<file path="src/rtl/vga_text_renderer.sv">
// 640x480@60 Hz VGA text-mode renderer: 80x30 cells of 8x16 glyphs, 3-stage read pipeline.
// Optional blinking underline cursor when VGA_CURSOR_EN is defined.
module vga_text_renderer #(
  parameter int H_VISIBLE = 640,
  parameter int H_FRONT   = 16,
  parameter int H_SYNC    = 96,
  parameter int H_BACK    = 48,
  parameter int V_VISIBLE = 480,
  parameter int V_FRONT   = 10,
  parameter int V_SYNC    = 2,
  parameter int V_BACK    = 33
) (
  input  logic        clk,
  input  logic        reset,
  output logic [11:0] addr_read,
  input  logic [7:0]  data_read,
  output logic [11:0] font_addr,
  input  logic [7:0]  font_data,
  output logic        pixel,
  output logic        active,
  output logic        hsync,
  output logic        vsync,
  output logic        frame_start
`ifdef VGA_CURSOR_EN
  ,
  input  logic [6:0]  cursor_col,
  input  logic [4:0]  cursor_row
`endif
);

  localparam int H_TOTAL = H_VISIBLE + H_FRONT + H_SYNC + H_BACK;
  localparam int V_TOTAL = V_VISIBLE + V_FRONT + V_SYNC + V_BACK;

  localparam logic [9:0] H_LAST   = 10'(H_TOTAL - 1);
  localparam logic [9:0] V_LAST   = 10'(V_TOTAL - 1);
  localparam logic [9:0] H_VIS    = 10'(H_VISIBLE);
  localparam logic [9:0] V_VIS    = 10'(V_VISIBLE);
  localparam logic [9:0] HS_START = 10'(H_VISIBLE + H_FRONT);
  localparam logic [9:0] HS_END   = 10'(H_VISIBLE + H_FRONT + H_SYNC);
  localparam logic [9:0] VS_START = 10'(V_VISIBLE + V_FRONT);
  localparam logic [9:0] VS_END   = 10'(V_VISIBLE + V_FRONT + V_SYNC);

  logic [9:0] h_count;
  logic [9:0] v_count;

  // NOTE: sequential state uses non-blocking assignments so every register samples pre-edge values.
  always_ff @(posedge clk) begin
    if (reset) begin
      h_count <= '0;
      v_count <= '0;
    end else if (h_count == H_LAST) begin
      h_count <= '0;
      v_count <= (v_count == V_LAST) ? '0 : v_count + 10'd1;
    end else begin
      h_count <= h_count + 10'd1;
    end
  end

  // Stage 0 decode of the current raster point.
  logic [6:0]  col;
  logic [4:0]  row;
  logic [3:0]  glyph_line;
  logic [2:0]  bit_idx;
  logic [11:0] cell_addr;
  logic        active_raw;
  logic        in_hsync_raw;
  logic        in_vsync_raw;
  logic        frame_start_raw;
  logic        cursor_raw;

  assign col             = h_count[9:3];
  assign row             = v_count[8:4];
  assign glyph_line      = v_count[3:0];
  assign bit_idx         = h_count[2:0];
  assign cell_addr       = 12'({row, 6'b0}) + 12'({row, 4'b0}) + 12'(col);
  assign active_raw      = (h_count < H_VIS) && (v_count < V_VIS);
  assign in_hsync_raw    = (h_count >= HS_START) && (h_count < HS_END);
  assign in_vsync_raw    = (v_count >= VS_START) && (v_count < VS_END);
  assign frame_start_raw = (h_count == '0) && (v_count == '0);

`ifdef VGA_CURSOR_EN
  // Counts completed frames; bit 4 gives a 32-frame blink period.
  logic [4:0] frame_counter;

  always_ff @(posedge clk) begin
    if (reset) begin
      frame_counter <= '0;
    end else if ((h_count == H_LAST) && (v_count == V_LAST)) begin
      frame_counter <= frame_counter + 5'd1;
    end
  end

  assign cursor_raw = frame_counter[4] && active_raw && (row == cursor_row) &&
                      (col == cursor_col) && (glyph_line >= 4'd14);
`else
  assign cursor_raw = 1'b0;
`endif

  // Sideband delay lines; sync is carried active-high so an all-zero reset means "not in sync".
  logic [3:0] glyph_line_d1;
  logic [2:0] bit_idx_d1, bit_idx_d2;
  logic       active_d1, active_d2;
  logic       hs_d1, hs_d2;
  logic       vs_d1, vs_d2;
  logic       fs_d1, fs_d2;
  logic       cursor_d1, cursor_d2;

  always_ff @(posedge clk) begin
    if (reset) begin
      addr_read     <= '0;
      glyph_line_d1 <= '0;
      bit_idx_d1    <= '0;
      active_d1     <= 1'b0;
      hs_d1         <= 1'b0;
      vs_d1         <= 1'b0;
      fs_d1         <= 1'b0;
      cursor_d1     <= 1'b0;
      font_addr     <= '0;
      bit_idx_d2    <= '0;
      active_d2     <= 1'b0;
      hs_d2         <= 1'b0;
      vs_d2         <= 1'b0;
      fs_d2         <= 1'b0;
      cursor_d2     <= 1'b0;
      pixel         <= 1'b0;
      active        <= 1'b0;
      hsync         <= 1'b1;
      vsync         <= 1'b1;
      frame_start   <= 1'b0;
    end else begin
      // Stage 0: character address, zero outside the visible area.
      addr_read     <= active_raw ? cell_addr : 12'd0;
      glyph_line_d1 <= glyph_line;
      bit_idx_d1    <= bit_idx;
      active_d1     <= active_raw;
      hs_d1         <= in_hsync_raw;
      vs_d1         <= in_vsync_raw;
      fs_d1         <= frame_start_raw;
      cursor_d1     <= cursor_raw;
      // Stage 1: glyph row lookup.
      font_addr     <= {data_read, glyph_line_d1};
      bit_idx_d2    <= bit_idx_d1;
      active_d2     <= active_d1;
      hs_d2         <= hs_d1;
      vs_d2         <= vs_d1;
      fs_d2         <= fs_d1;
      cursor_d2     <= cursor_d1;
      // Stage 2: serialize, MSB is the leftmost pixel.
      pixel         <= (font_data[3'd7 - bit_idx_d2] & active_d2) | cursor_d2;
      active        <= active_d2;
      hsync         <= ~hs_d2;
      vsync         <= ~vs_d2;
      frame_start   <= fs_d2;
    end
  end

endmodule

</file>
<file path="config.mk">
export PLATFORM = sky130hd
export DESIGN_NAME = vga_text_renderer
export DESIGN_NICKNAME = d
export VERILOG_FILES = /design/src/rtl/vga_text_renderer.sv
export SDC_FILE = /design/constraint.sdc
export NUM_CORES = 1
export LEC_CHECK = 0
export BUFFER_PORTS_ARGS = -buffer_cell sky130_fd_sc_hd__buf_2
export CAP_MARGIN = 30
export CORE_MARGIN = 5
export CORE_UTILIZATION = 45
export CTS_CLUSTER_SIZE = 24
export DETAILED_ROUTE_END_ITERATION = 6
export GPL_ROUTABILITY_DRIVEN = 0
export GPL_TIMING_DRIVEN = 0
export PLACE_DENSITY = 0.7
export SLEW_MARGIN = 0
export SYNTH_ARGS = -nofsm -noshare
export SYNTH_HDL_FRONTEND = slang
export SYNTH_SLANG_ARGS = --single-unit
</file>
<file path="constraint.sdc">
create_clock -name clk -period 4 [get_ports clk]
set_input_delay 0.4 -clock clk [delete_from_list [all_inputs] [get_ports clk]]
set_output_delay 0.4 -clock clk [all_outputs]
set_load 0.05 [all_outputs]
</file>
==> summary.txt, run 1 <==
Finish
  • # fillers: 538
  • Post-layout instance area: between 3000 and 4000 um2
  • # diodes: 0
  • Fin nets: roughly 350
  • Final Util: roughly 55%
  • Share of post-route cells with drive strength above 1: 23.1%
  • Area delta synth->final: 20.2%

Synthesis
  • Primary FF master, synth: dfxtp_1
  • Count leader, synth: dfxtp_1
  • Netlist Area Pre-Place: 2680 um2
  • Synth area leader: dfxtp_1
  • Warnings, synthesis: 0
  • Post-synth EDFFs: 0
  • Post-synthesis cell type count: 41
  • Top post-synthesis cells by area: dfxtp_1, nor2b_1, ha_1, nor2_1, xnor2_1
  • Number of nets produced by synthesis: 296
  • Sequential share of the synthesized area: 50.0%
  • Fraction of registers with async set/reset: 0%
  • #FFs+latches synth: between 60 and 70
  • Post-synth top area share: 50.0%
  • Synthesized area per cell: slightly above 10 um2
  • Mapped Cells: 263
  • Most frequent cells after synthesis: dfxtp_1, nor2b_1, nor2_1

Die
  • Full die area: 7600 um2
  • Total core area: 5850 um2
  • Ports: 47
  • Chip width: 87.2 um
  • FP Rows: 28
  • Die Y: 87.2 um
  • Starting Density: 45.8%

Power and ir drop
  • Sw Share: 22.5%
  • Power density over the cells: 423 nW/um2
  • Sw Pwr: 0.307 mW
  • Combinational fraction of design power: 5.2%
  • Clock share of power: 44.6%
  • Static Leakage: 1.40 nW
  • Sequential power share: 50.2%
  • Worst VDD drop: 0.290 mV
  • Internal: 1.06 mW

Min path
  • Hold WC Path Type: in -> reg
  • Hold Crit Depth: 2
  • Worst hold start: data_read[3]
  • Hold EP: font_addr[7]

Placed design
  • Post-DP HPWL: 3610 um
  • Port Buf Inserts: 46
  • Post-DP Area: 3010 um2
  • Post-place setup slack: 1.55 ns

Setup path
  • Req. time, crit path: 4.28 ns
  • CP Max Fanout: 7
  • R2R setup slack: 1.53 ns
  • Worst Setup End Kind: flip-flop
  • Crit Path Class: reg -> reg
  • FF-to-FF Start: v_count[6]
  • R2r endpoint: addr_read[10]
  • Startpoint Class: flip-flop
  • Worst Reg-to-Reg Cells: 9
  • Arr. time, crit path: 2.75 ns

Run status
  • Outcome: finished clean

Global routing
  • Overflow after GRT: 0
  • Pin count of the biggest net entering global routing: 13
  • Vias in the first global route: 1,880
  • Tot GR Track Use: 14.9%
  • First-pass GRT wire length: ~8500 um
  • Initial antenna violation count: 0

STA
  • Worst slew margin: 65.1%
  • RSZ-0062 raised after global routing: false
  • Final worst slack: between 1.5 and 2 ns
  • Final setup viols: 0
  • Worst Clk Skew: 0.00668 ns
  • Worst-margin pin slew: ~0.52 ns
  • Count of pins over their slew limit: 0
  • Hold Violations, Final: 0
  • Final TNS setup: 0 ns
  • Period utilization: 61.8%
  • Min Clock Period, post-route: 2.47 ns
  • Maximum clock rate: just over 400 MHz

Clock network
  • Clock slew at reported path FFs: 0.07 ns
  • Post-CTS Setup Bufs: 0
  • # resized after CTS: 0
  • Num CTS Buffers: 9
  • Skew-Pair Late Insertion Delay: 0.34 ns
  • Max Root-Sink Buffers: 2
  • CTS tree: yes
  • Clk sinks: 67
  • Hold_buf cts: 0
  • H-tree depth: 3
  • Root Driver: clkbuf_8

Routing
  • Drt wl/cell: between 10 and 15 um
  • DRT iter0 DRCs: 147
  • Vias per cell: ~5
  • DRT antenna net count: 0
  • Total wire length: 5050 um
  • Vias: 1,967
  • DRC: 0
  • First-pass DRT Iterations: 4

Job
  • Max cap viols: 0
-- layout by cell type, fill, tap and decap left out, types with 2 or more instances in the layout --
master and n:
a21oi_1 6, and2_1 8, and3_1 5, buf_2 48
buf_4 2, bufinv_16 2, clkbuf_1 9, clkbuf_8 9
clkinv_4 2, dfxtp_1 67, fa_1 2, ha_1 13
inv_1 14, mux2i_1 3, mux4_2 2, nand2_1 10
nand2b_1 4, nand3_1 10, nand4_1 7, nor2_1 25
nor2b_1 27, nor3_1 6, nor4_1 7, o21ai_0 2
o31ai_1 2, or3_1 2, xnor2_1 10, xor2_1 3
-- power by group through the flow --
| stage | clock network [mW] | registers, mW | logic (mW) |
|---|---|---|---|
| after floorplan | 0 | 0.719 | 0.0287 |
| after global placement | 0 | 0.700 | 0.0698 |
| after detailed placement | 0 | 0.700 | 0.0705 |
| after CTS | 0.625 | 0.685 | 0.0714 |
| after global routing | 0.663 | 0.686 | 0.0771 |
| final | 0.608 | 0.685 | 0.0703 |
-- critical path, cell delays in order, from the launching register on --
cell and delay, ns:
dfxtp_1 0.33, clkbuf_1 0.27, inv_1 0.09, fa_1 0.48
inv_1 0.07, ha_1 0.31, a211oi_1 0.33, o21bai_1 0.14
a21oi_1 0.19, mux2i_1 0.19
-- through the flow --
step	cells	total power [mW]	hold slack, ns
after floorplan	263	0.748	0.343
after global placement	384	0.769	0.348
after detailed placement	384	0.771	0.359
after CTS	400	1.38	0.248
after global routing	400	1.43	0.254
final	400	1.36	0.261
-- routing by layer --
metal | share of wire [%] | GRT usage [%] | routed length [um] | vias to the layer above
met5 | 0 | 0 | 0 | -
met4 | 2.8 | 10.0 | 141 | 0
met2 | 48 | 24.1 | 2430 | 40
met1 | 44 | 17.5 | 2240 | 914
li1 | - | - | - | 1000
met3 | 4.7 | 3.41 | 239 | 13
-- flip-flops by register name, indices dropped and copies added (netlist names) --
register and count:
h_count 10, frame_start 1, fs_d1 1, fs_d2 1
vs_d1 1, glyph_line_d1 4, font_addr 12, addr_read 12
bit_idx_d2 3, bit_idx_d1 3, active 1, hs_d2 1
vsync 1, active_d1 1, pixel 1, hsync 1
active_d2 1, vs_d2 1, v_count 10, hs_d1 1
-- cells by family (layout without fill, tap and decap cells) --
logic type | count (synthesis) | in the layout | share of synthesized area [%]
simple gates | 117 | 117 | 25.2
compound gates | 19 | 19 | 5.74
mux | 5 | 5 | 2.80
flops | 67 | 67 | 50.0
buf+inv | 27 | 89 | 4.43
fa+ha+maj | 15 | 15 | 7.56
xor+xnor | 13 | 13 | 4.25
-- worst max-delay path by stage --
stage / startpoint / endpoint / slack [ns] / cells past startpoint
CTS: v_count[6] / addr_read[10] / 1.52 / 9
finish: v_count[6] / addr_read[10] / 1.53 / 9
floorplan: v_count[6] / addr_read[10] / 1.78 / 9
global route: v_count[6] / addr_read[10] / 1.35 / 9
detailed placement: v_count[6] / addr_read[10] / 1.55 / 9
global placement: v_count[6] / addr_read[10] / 1.58 / 9
-- cell type report --
| type | count | area, um2 | area share [%] |
|---|---|---|---|
| repair buffers | 46 | 230 | 7.14 |
| inverters | 14 | 52.6 | 1.63 |
| plain buffers | 13 | 66.3 | 2.06 |
| clock inverters | 6 | 90.1 | 2.80 |
| well taps | 75 | 93.8 | 2.91 |
| clock buffers | 10 | 128 | 3.96 |
| flip-flops and latches | 67 | 1340 | 41.6 |
| multi-input cells | 169 | 1220 | 37.9 |
(Power assumes the default switching activity.)
==> inputs of run 2 (changes only) <==
clock period = 2.35 ns   (was 4 ns; I/O delays follow)
==> summary.txt, run 2 (synthesized netlist as in run 1, its figures left out) <==
Run status
  • Outcome: finished clean

Clock network
  • Hold_buf cts: 0
  • H-tree depth: 3
  • CTS tree: yes
  • Num CTS Buffers: 9
  • Max Root-Sink Buffers: 2
  • Skew-Pair Late Insertion Delay: 0.34 ns
  • Clk sinks: 67
  • Clock slew at reported path FFs: 0.07 ns
  • Root Driver: clkbuf_8

Routing
  • DRT iter0 DRCs: 89
  • DRC: 0
  • First-pass DRT Iterations: 4
  • Vias per cell: 4.95
  • Total wire length: 5040 um
  • Drt wl/cell: between 10 and 15 um
  • DRT antenna net count: 0
  • Vias: 1,977

Global routing
  • Initial antenna violation count: 0
  • Vias in the first global route: 1,881
  • Tot GR Track Use: 14.9%
  • Overflow after GRT: 0
  • Pin count of the biggest net entering global routing: 13
  • First-pass GRT wire length: around 8500 um

Min path
  • Hold Crit Depth: 2
  • Hold WC Path Type: in -> reg

STA
  • Min Clock Period, post-route: about 2.2 ns
  • Worst-margin pin slew: 0.503 ns
  • Worst Clk Skew: 0.00865 ns
  • Maximum clock rate: 452 MHz
  • Worst slew margin: 66.5%
  • Final setup viols: 0
  • Count of pins over their slew limit: 0
  • Period utilization: a little over nine tenths
  • Final worst slack: 0.137 ns
  • Hold Violations, Final: 0

Die
  • Ports: 47
  • FP Rows: 28
  • Die Y: just under 90 um
  • Full die area: 7600 um2
  • Total core area: 5850 um2
  • Chip width: ~87 um
  • Starting Density: 45.8%

Power and ir drop
  • Combinational fraction of design power: 5.2%
  • Total power: roughly 2.3 mW
  • Sw Share: 22.5%
  • Clock share of power: between 40 and 50%
  • Internal: 1.80 mW
  • Worst VDD drop: between 0.4 and 0.5 mV
  • Static Leakage: between 1 and 1.5 nW
  • Sw Pwr: 0.522 mW
  • Sequential power share: 50.2%
  • Power density over the cells: around 700 nW/um2

Setup path
  • Req. time, crit path: 2.63 ns
  • R2R setup slack: ~0.14 ns
  • Startpoint Class: flip-flop
  • Worst Reg-to-Reg Cells: 8
  • Crit Path Class: reg -> reg
  • CP Max Fanout: 6
  • Worst Setup End Kind: flip-flop
  • Arr. time, crit path: between 2 and 2.5 ns

Finish
  • Leading cell type in the layout, fill and taps excluded: dfxtp_1
  • Area delta synth->final: 20.6%
  • # diodes: 0
  • # fillers: 534
  • Share of post-route cells with drive strength above 1: 24.4%
  • Fin nets: 352
  • Largest regs: addr_read x12, font_addr x12
  • Final Util: a little under three fifths
  • Most frequent cells in the layout: dfxtp_1, buf_2, nor2b_1, nor2_1, inv_1

Placed design
  • Port Buf Inserts: 46
  • Post-place setup slack: -0.0968 ns
  • Post-DP HPWL: ~3600 um

Job
  • Max cap viols: 0
==> run 2: changes by cell type in the layout (fill, tap and decap cells not counted), sizes merged <==
cell	delta
clkbuf	-1
==> run 2: path summary, 6_finish.rpt <==
kind	to	startpoint
worst max-delay path	addr_read[10]	h_count[9]
worst min-delay path	font_addr[7]	data_read[3]
worst max register to register	addr_read[10]	h_count[9]
worst min register to register	vsync	vs_d2
==> run 2: final cells by class <==
class                   instances  area [um2]  share of cell area (%)
plain buffers                  12        62.6                    1.93
repair buffers                 46         230                    7.12
multi-input cells             169        1230                    37.9
inverters                      14        52.6                    1.63
clock inverters                 6        90.1                    2.79
well taps                      75        93.8                    2.90
flip-flops and latches         67        1350                    41.8
clock buffers                  10         128                    3.95
==> run 2: power groups by stage <==
stage / clock, mW / sequential, mW / combinational (mW)
2_1_floorplan: 0 / 1.22 / 0.0489
3_3_place_gp: 0 / 1.19 / 0.119
3_5_place_dp: 0 / 1.19 / 0.120
4_1_cts: 1.06 / 1.17 / 0.122
5_1_grt: 1.13 / 1.17 / 0.131
6_report: 1.04 / 1.16 / 0.119
==> run 2: through the flow <==
stage	hold slack [ns]	cell area, um2	TNS (ns)	instances
3_3_place_gp	0.348	3010	-0.0850	384
4_1_cts	0.0827	3220	0	399
6_report	0.0942	3230	0	399
5_1_grt	0.0888	3230	-0.0217	399
2_1_floorplan	0.314	2680	0	263
3_5_place_dp	0.359	3010	-0.111	384
==> run 2: routing by layer <==
metal  part of all wire [%]  global-route usage (%)
met1                     43                    17.5
met2                     49                    24.1
met3                    5.3                    3.41
met4                    2.8                    10.0
met5                      0                       0
==> run 2: timing repair <==
item | CTS | global route
gates resized for setup | 3 | 3
buffers inserted | 0 | 0
endpoints found under the setup margin | 3 | 3
hold endpoints to repair | 0 | 0
==> run 2: worst max-delay path, stage by stage (launching register included) <==
cell and delay [ns]:
dfxtp_4 0.39, inv_1 0.07, fa_1 0.53, inv_1 0.07, ha_1 0.33, a211oi_2 0.27, o21bai_1 0.12, a21oi_1 0.19
mux2i_1 0.19
==> inputs of run 3 (changes only) <==
ABC_AREA = 1   (was default)
==> summary.txt, run 3 <==
Setup path
  • Req. time, crit path: 2.58 ns
  • Crit path largest cell delay: 0.50 ns
  • Arr. time, crit path: roughly 2.4 ns
  • Slowest stage cell, crit path: fa_1
  • Startpoint Class: flip-flop
  • Worst-path cell chain: inv_2, fa_1, inv_1, fa_1, nand2_1, inv_1, o21ai_1, nand2_1, a21oi_1, nor2_1
  • CP Max Fanout: 5
  • Worst Setup End Kind: flip-flop
  • Crit Path Class: reg -> reg

STA
  • Min Clock Period, post-route: 2.13 ns
  • Hold Slack: 0.105 ns
  • Worst Clk Skew: ~0.0086 ns
  • Final setup viols: 0
  • Count of pins over their slew limit: 0
  • Final worst slack: around 0.22 ns
  • Worst slew margin: between 60% and 70%
  • Hold Violations, Final: 0
  • RSZ-0062 raised after global routing: false
  • Worst-margin pin slew: roughly 0.47 ns
  • Period utilization: 90.8%
  • Maximum clock rate: 469 MHz
  • Final TNS setup: 0 ns

Synthesis
  • Top post-synthesis cells by area: dfxtp_1, nor2_1, nand2_1, inv_1, ha_1
  • Synth area leader: dfxtp_1
  • Post-synth EDFFs: 0
  • Primary FF master, synth: dfxtp_1
  • Most frequent cells after synthesis: nor2_1, dfxtp_1, nand2_1
  • Post-synthesis cell type count: 30
  • Sequential share of the synthesized area: 48.4%
  • Count leader, synth: nor2_1
  • Warnings, synthesis: 0
  • Fraction of registers with async set/reset: 0%
  • Number of nets produced by synthesis: 393
  • Post-synth top area share: 48.4%
  • #FFs+latches synth: 67
  • Synthesized area per cell: about 7.7 um2
  • Netlist Area Pre-Place: 2770 um2
  • Mapped Cells: 360

Power and ir drop
  • Power density over the cells: roughly 700 nW/um2
  • Sw Share: 20.9%
  • Combinational fraction of design power: 5.2%
  • Clock share of power: ~45%
  • Sequential power share: 50.1%
  • Worst VDD drop: 0.356 mV
  • Total power: 2.33 mW
  • Internal: 1.84 mW
  • Sw Pwr: 0.486 mW
  • Static Leakage: around 1.6 nW

Run status
  • Outcome: finished clean

Placed design
  • Post-place setup slack: 0.0404 ns
  • Port Buf Inserts: 45
  • Post-DP Area: 3090 um2
  • Post-DP HPWL: 3940 um
  • Placed Cells incl. Taps: 480

Global routing
  • First-pass GRT wire length: approximately 9200 um
  • Pin count of the biggest net entering global routing: 11
  • Initial antenna violation count: 0
  • Overflow after GRT: 0
  • Tot GR Track Use: between 15 and 20%
  • Vias in the first global route: 2,159

Clock network
  • Num CTS Buffers: 9
  • Post-CTS Setup Bufs: 0
  • Max Root-Sink Buffers: 2
  • Clk sinks: 67
  • CTS tree: yes
  • Skew-Pair Late Insertion Delay: ~0.33 ns
  • Hold_buf cts: 0
  • Clock slew at reported path FFs: ~0.070 ns
  • Root Driver: clkbuf_8
  • H-tree depth: 3
  • # resized after CTS: 0

Routing
  • DRT iter0 DRCs: 97
  • First-pass DRT Iterations: 6
  • DRC: 0
  • Total wire length: around 5200 um
  • Drt wl/cell: 10.6 um
  • Vias: about 2,300
  • Vias per cell: 4.61
  • DRT antenna net count: 0

Die
  • Starting Density: a little under half
  • Total core area: slightly below 6000 um2
  • FP Rows: 28
  • Chip width: 88.5 um
  • Full die area: 7830 um2
  • Die Y: 88.5 um
  • Ports: 47

Finish
  • Fin nets: around 450
  • Share of post-route cells with drive strength above 1: 19.3%
  • Post-route insts no fill: 494
  • # diodes: 0
  • Post-layout instance area: 3310 um2
  • Largest regs: addr_read x12, font_addr x12
  • Most frequent cells in the layout: nor2_1, nand2_1, dfxtp_1, inv_1, buf_2
  • Area delta synth->final: 19.5%
  • Final Util: 55.6%
  • Leading cell type in the layout, fill and taps excluded: nor2_1

Min path
  • Hold WC Path Type: in -> reg

Job
  • Max cap viols: 0
==> run 3: cell count changes in the layout (fill, tap and decap cells not counted), sizes merged, moves of 7 or more <==
cell / delta
nand2: +60
nor2: +59
inv: +48
nor2b: -27
xnor2: -10
and2: -8
nand3: +8
nor4: -7
==> run 3: power groups by stage <==
stage / registers (mW) / logic (mW) / clock network (mW)
finish: 1.17 / 0.121 / 1.04
global route: 1.17 / 0.138 / 1.13
CTS: 1.17 / 0.124 / 1.07
detailed placement: 1.19 / 0.123 / 0
global placement: 1.19 / 0.121 / 0
floorplan: 1.22 / 0.0540 / 0
==> run 3: final timing paths <==
check               start            end  slack, ns  cells after the start
min reg2reg         hs_d2          hsync       0.37                      1
min          data_read[2]   font_addr[6]       0.11                      3
max            v_count[4]  addr_read[11]       0.22                     10
max reg2reg    v_count[4]  addr_read[11]       0.22                     10
==> run 3: cells by family after synthesis <==
| kind of cell | share of synthesized area (%) |
|---|---|
| adders and majority gates | 7.31 |
| AOI/OAI and AO/OA | 4.06 |
| xor gates and xnor gates | 0.316 |
| DFF | 48.4 |
| and+or+nand+nor | 30.2 |
| buffers and inverters | 9.71 |
==> run 3: per-layer routing <==
layer / routed length [um] / vias up / GRT usage, % / share of wire (%)
li1: - / 1216 / - / -
met1: 2340 / 982 / 18.9 / 45
met2: 2330 / 73 / 23.9 / 45
met3: 510 / 6 / 5.96 / 9.8
met4: 51 / 0 / 4.95 / 0.98
met5: 0 / - / 0 / 0
==> run 3: area by class of cell <==
cell class	instances	area, um2
Multi-Input combinational cell	225	1160
Tap cell	75	93.8
Buffer	5	31.3
Clock buffer	12	155
Timing Repair Buffer	45	225
Sequential cell	67	1350
Inverter	63	238
Fill cell	564	2640
Clock inverter	2	60.1
==> run 3: worst max-delay path, delay by kind of cell, from the launching register on <==
family                     cells  cell delay (ns)
adders and majority gates      2             0.94
buffers and inverters          3             0.21
AOI/OAI and AO/OA              2             0.27
and+or+nand+nor                3             0.23
DFF                            1             0.39
